<file path="config.mk">
export PLATFORM = sky130hd
export DESIGN_NAME = ofmap_drain
export DESIGN_NICKNAME = d
export VERILOG_FILES = /design/src/rtl/drain_pkg.sv /design/src/rtl/ofmap_drain_sync_fifo.sv /design/src/rtl/ofmap_drain.sv
export SDC_FILE = /design/constraint.sdc
export NUM_CORES = 1
export LEC_CHECK = 0
export CAP_MARGIN = 20
export CORE_UTILIZATION = 64
export CTS_CLUSTER_DIAMETER = 120
export DETAILED_ROUTE_END_ITERATION = 10
export PLACE_DENSITY = 0.9
export SLEW_MARGIN = 30
export SYNTH_ARGS = -nofsm -noshare
export SYNTH_HDL_FRONTEND = slang
export SYNTH_HIERARCHICAL = 1
export SYNTH_SLANG_ARGS = --single-unit
</file>
<file path="constraint.sdc">
create_clock -name clk_i -period 8.5 [get_ports clk_i]
set_input_delay 0.85 -clock clk_i [delete_from_list [all_inputs] [get_ports clk_i]]
set_output_delay 0.85 -clock clk_i [all_outputs]
set_load 0.05 [all_outputs]
</file>
<file path="src/rtl/drain_pkg.sv">
// drain_pkg: shared FSM state type and default geometry for the ofmap drain path
package drain_pkg;
  typedef enum logic [1:0] {IDLE, COLLECT, FLUSH, DONE} drain_state_t;
  localparam int DEPTH_DEF = 16;
  localparam int FRAME_LEN_DEF = 9;
  localparam int ROW_LEN_DEF = 3;
endpackage

</file>
<file path="src/rtl/ofmap_drain_sync_fifo.sv">
// sync_fifo: first-word-fall-through FIFO with occupancy, full and empty flags
// Ports: clk_i/rst_i clock and sync reset; push_i/din_i write side; pop_i read request;
// dout_o head entry (zero when empty); count_o/full_o/empty_o occupancy; wr_ok_o push accepted.
module sync_fifo
  import drain_pkg::*;
#(
  parameter int DEPTH = DEPTH_DEF,
  parameter int W = 9
) (
  input  logic                     clk_i,
  input  logic                     rst_i,
  input  logic                     push_i,
  input  logic                     pop_i,
  input  logic [W-1:0]             din_i,
  output logic [W-1:0]             dout_o,
  output logic [$clog2(DEPTH):0]   count_o,
  output logic                     full_o,
  output logic                     empty_o,
  output logic                     wr_ok_o
);
  localparam int AW = $clog2(DEPTH);
  logic [W-1:0] mem [DEPTH];
  logic [AW-1:0] wr_ptr, rd_ptr;
  logic pop_ok;
  assign empty_o = count_o == '0;
  assign full_o = count_o == (AW+1)'(DEPTH);
  assign pop_ok = pop_i && !empty_o;
  // a full FIFO still accepts a push when the head leaves in the same cycle
  assign wr_ok_o = push_i && (!full_o || pop_ok);
  assign dout_o = empty_o ? '0 : mem[rd_ptr];
  always_ff @(posedge clk_i)
    if (wr_ok_o) mem[wr_ptr] <= din_i;
  always_ff @(posedge clk_i) begin
    if (rst_i) begin
      wr_ptr <= '0;
      rd_ptr <= '0;
      count_o <= '0;
    end else begin
      if (wr_ok_o) wr_ptr <= wr_ptr + 1'b1;
      if (pop_ok) rd_ptr <= rd_ptr + 1'b1;
      count_o <= count_o + (AW+1)'(wr_ok_o) - (AW+1)'(pop_ok);
    end
  end
endmodule

</file>
<file path="src/rtl/ofmap_drain.sv">
// ofmap_drain: captures one ofmap frame from the PE array (optional ReLU) into a FWFT FIFO for the host
// Ports: clk_i/rst_i clock and sync reset; frame_start_i arms a frame; sample_i/sample_valid_i array data;
// relu_en_i clamp negatives on capture; rd_ready_i/rd_valid_o/rd_data_o/rd_last_o host read side;
// frame_done_o drained pulse; count_o/full_o/empty_o FIFO occupancy; drop_cnt_o overflow drops this frame.
module ofmap_drain
  import drain_pkg::*;
#(
  parameter int DEPTH = DEPTH_DEF,
  parameter int FRAME_LEN = FRAME_LEN_DEF,
  parameter int ROW_LEN = ROW_LEN_DEF
) (
  input  logic                     clk_i,
  input  logic                     rst_i,
  input  logic                     frame_start_i,
  input  logic [7:0]               sample_i,
  input  logic                     sample_valid_i,
  input  logic                     relu_en_i,
  input  logic                     rd_ready_i,
  output logic                     rd_valid_o,
  output logic [7:0]               rd_data_o,
  output logic                     rd_last_o,
  output logic                     frame_done_o,
  output logic [$clog2(DEPTH):0]   count_o,
  output logic                     full_o,
  output logic                     empty_o,
  output logic [7:0]               drop_cnt_o
);
  localparam int FW = $clog2(FRAME_LEN + 1);
  localparam int RW = $clog2(ROW_LEN + 1);
  drain_state_t state;
  logic [FW-1:0] n_cnt;
  logic [RW-1:0] col;
  logic [7:0] cap;
  logic push, pop, wr_ok, last;
  assign push = state == COLLECT && sample_valid_i;
  assign rd_valid_o = !empty_o;
  assign pop = rd_valid_o && rd_ready_i;
  assign cap = relu_en_i && sample_i[7] ? 8'h00 : sample_i;
  assign last = col == RW'(ROW_LEN - 1);
  sync_fifo #(.DEPTH(DEPTH), .W(9)) u_fifo (
    .clk_i  (clk_i),
    .rst_i  (rst_i),
    .push_i (push),
    .pop_i  (pop),
    .din_i  ({last, cap}),
    .dout_o ({rd_last_o, rd_data_o}),
    .count_o(count_o),
    .full_o (full_o),
    .empty_o(empty_o),
    .wr_ok_o(wr_ok)
  );
  always_ff @(posedge clk_i) begin
    if (rst_i) begin
      state <= IDLE;
      n_cnt <= '0;
      col <= '0;
      drop_cnt_o <= '0;
      frame_done_o <= 1'b0;
    end else begin
      // registered so the pulse coincides exactly with the DONE state
      frame_done_o <= state == FLUSH && empty_o;
      case (state)
        IDLE: if (frame_start_i) begin
          state <= COLLECT;
          n_cnt <= '0;
          col <= '0;
          drop_cnt_o <= '0;
        end
        COLLECT: if (push) begin
          n_cnt <= n_cnt + 1'b1;
          col <= last ? '0 : col + 1'b1;
          if (!wr_ok && drop_cnt_o != 8'hFF) drop_cnt_o <= drop_cnt_o + 1'b1;
          if (n_cnt == FW'(FRAME_LEN - 1)) state <= FLUSH;
        end
        FLUSH: if (empty_o) state <= DONE;
        DONE: state <= IDLE;
      endcase
    end
  end
endmodule
</file>
==> impl_metrics.tcl <==
set metrics [dict create \
    final_nets 543 \
    postSynthAreaPerCell_um2 16.1 \
    die-area_mm2 0.0122 \
    maxSlewHeadroom_pct 33.0 \
    ant_nets 0 \
    gp_congestion 0.782 \
    drv_cap 0 \
    r2r_start "u_fifo/count_o[3]" \
    p_leak_nw 2.82 \
    ys_seq_area_share_pct 66.4 \
    holdWs_ps 500 \
    synth_flop_cell "edfxtp_1" \
    power_density_mw_per_mm2 290 \
    ctsHoldBuffers 0 \
    grt_pass1_vias 4335 \
    dp_hpwl_mm 8.96 \
    htreeDepth 4 \
    worst_pin_slew_ps 1000 \
    cts_setup_buffers 0 \
    fill_cells 661 \
    slowest_stage "clkdlybuf4s50_1" \
    antenna_found_initial 0 \
    drive_above_1_share_pct 16.6 \
    hp-class "reg2reg" \
    grt_pass1_wl_mm 22.7 \
    p_comb_share_pct 29.8 \
    synth_async_sr_flop_share_pct 0 \
    switchingPower_mw 0.807 \
    io_pins 40 \
    final_common_cell "edfxtp_1" \
    cp-endpoint "rd_last_o" \
    grt-ovfl-total 0 \
    syn_nets 500 \
    ys_warn_count 6 \
    initial_core_util_pct 65.7 \
    synth_edf_count 144 \
    clockBufferDepth 2 \
    finalCritPeriodShare_pct 47.0 \
    min_from "drop_cnt_o[7]" \
    syn_to_final_growth_pct 14.2 \
    end_kind "output pin" \
    ctsResizeCount 0 \
    swShare_pct 32.4 \
    grt.total_usage_pct 25.4 \
    synth.distinct_cells 56 \
    die_w_um 110 \
    io_buffer_count 39 \
    crit_path_start_kind "flip-flop" \
    die_h_um 110 \
    pwr-share-seq_pct 41.0 \
    finalWirelength_mm 14.5 \
    rsz0062_at_grt "no" \
    netlist_area_mm2 0.00753 \
    cp.required_ps 7650 \
    drcViolationCount 0 \
    utilization_pct 75.0 \
    setup-tns-final_ps 0 \
    path_class "reg2out" \
    cts_tree "built" \
    antenna_cells 0 \
    netlist_instances 467 \
    placementRows 39 \
    clkTransAtPathRegs_ps 60 \
    final_cell_mix "144 x edfxtp_1, 39 x clkdlybuf4s50_1, 33 x dfxtp_1" \
    worstPathMaxFanout 36 \
    ys_ff_latch 178 \
    clock_sinks 178 \
    design.core.area_mm2 0.0115 \
    finalMaxSlewViolations 0 \
    reg2reg_slack_ps 4770 \
    via_per_inst 6.20 \
    period_minus_slack_ps 4000 \
    dr.first_iter.drc_count 262 \
    drt-pass1-iter-count 4 \
    r2r_end "u_fifo/count_o[4]" \
    finalSetupViolations 0 \
    irDropWorstVdd_mv 0.337 \
    critPathMaxStageDelay_ps 740 \
    cp.arrival_ps 3150 \
    clockRootBuffer "clkbuf_16" \
    p_clk_share_pct 29.2 \
    reg2regPathDepth 14 \
    crit_chain "mux4_1, mux2_2, o21ai_1, a21oi_1, clkdlybuf4s50_1" \
    internal_power_mw 1.69 \
    finClkSkew_ps 7.21 \
    cts_made_buffers 17 \
    status "finished, final reports clean" \
    dr_total_vias 4128 \
    wire_per_inst_um 21.8 \
    hold_viol 0 \
    grt_max_degree 37 \
    maxClockFrequency_mhz 250 \
    clk_latency_ps 430 \
]
worst min path at each step:
stage	end	slack, ps	cells after the start
3_3_place_gp	u_fifo/wr_ptr[1]	490	2
5_1_grt	u_fifo/wr_ptr[1]	560	2
3_5_place_dp	drop_cnt_o[7]	490	1
4_1_cts	drop_cnt_o[7]	500	1
2_1_floorplan	u_fifo/wr_ptr[1]	470	2
6_report	drop_cnt_o[7]	500	1
synthesized netlist by cell type (2+ instances only):
cell type  instances  share of area (%)
inv_1             18               0.90
a22oi_1            2               0.20
and2_1            10               0.83
dfxtp_1           34                9.0
nand2b_1           6               0.50
inv_2              2               0.10
a21o_1             2               0.20
or3_1              2               0.17
o21ai_1            8               0.53
nor3_1             7               0.46
a31oi_1            2               0.17
buf_2              8               0.53
ha_1              18                3.0
and4_1             2               0.23
o21ai_0            7               0.46
mux4_2            27                8.1
nand3_1            8               0.53
mux2_2             9                1.3
nand2_1           13               0.65
buf_6              3               0.45
edfxtp_1         144                 57
o211ai_1           2               0.20
nand4_1            3               0.25
mux2i_1           13                1.7
and3_1             3               0.25
buf_1              2               0.10
nor2_1            34                1.7
nand3b_1           2               0.20
nor2b_1            7               0.58
xor2_1             5               0.58
o311ai_0           2               0.23
xnor2_1            6               0.70
or4b_1             4               0.53
o21ai_2            2               0.23
clkbuf_1           6               0.30
a21oi_1           16                1.1
mux4_1             9                3.1
final cells by class:
class / instances / area, um^2 / share of cell area (%)
Sequential cell: 178 / 5010 / 58.2
Multi-Input combinational cell: 248 / 2340 / 27.3
Timing Repair Buffer: 45 / 435 / 5.06
Clock buffer: 17 / 425 / 4.95
Tap cell: 143 / 179 / 2.08
Clock inverter: 15 / 133 / 1.54
Inverter: 20 / 75.1 / 0.873
per-layer routing:
metal | vias to the layer above | global-route usage (%) | wire, um
met4 | 0 | 12.4 | 318
met2 | 170 | 43.3 | 7690
met1 | 2045 | 30.8 | 5540
li1 | 1888 | - | -
met3 | 25 | 5.54 | 991
met5 | - | 0 | 0
power by group through the flow:
| stage | Combinational (mW) | Clock (mW) | Sequential [mW] |
|---|---|---|---|
| after floorplan | 0.545 | 0 | 1.05 |
| after CTS | 0.746 | 0.735 | 1.02 |
| after global placement | 0.718 | 0 | 1.04 |
| after global routing | 0.798 | 0.769 | 1.03 |
| after detailed placement | 0.741 | 0 | 1.04 |
| final | 0.744 | 0.728 | 1.02 |
state kept, by name (all words and copies together), names as in the netlist, named ones only:
register and cells:
frame_done_o 1, state 2, u_fifo/mem 144, u_fifo/rd_ptr 4, n_cnt 4, col 2
u_fifo/wr_ptr 4, u_fifo/count_o 5, drop_cnt_o 8
critical path, delay by kind of cell (launching register included):
family / cells / cell delay, ps
multiplexers: 2 / 950
flip-flops: 1 / 730
AO/OA/AOI/OAI: 2 / 270
buffers and inverters: 1 / 740
cell families (layout without fill, tap and decap cells):
group | after synthesis | count (layout) | share of synthesized area (%)
xor gates and xnor gates | 11 | 11 | 1.28
muxes | 58 | 58 | 14.3
adders and majority gates | 19 | 19 | 3.26
and+or+nand+nor | 110 | 110 | 7.94
DFF | 178 | 178 | 66.4
buffers and inverters | 41 | 97 | 2.74
AOI/OAI and AO/OA | 50 | 50 | 4.07
through the flow:
stage	std cells	cell area, um^2	setup WS (ps)	power, mW
floorplan	467	7530	4610	1.59
global placement	634	8020	4690	1.75
detailed placement	634	8030	4680	1.78
CTS	666	8580	4170	2.50
global route	666	8600	4410	2.60
finish	666	8600	4500	2.49
Power figures use the tool's default switching activity.
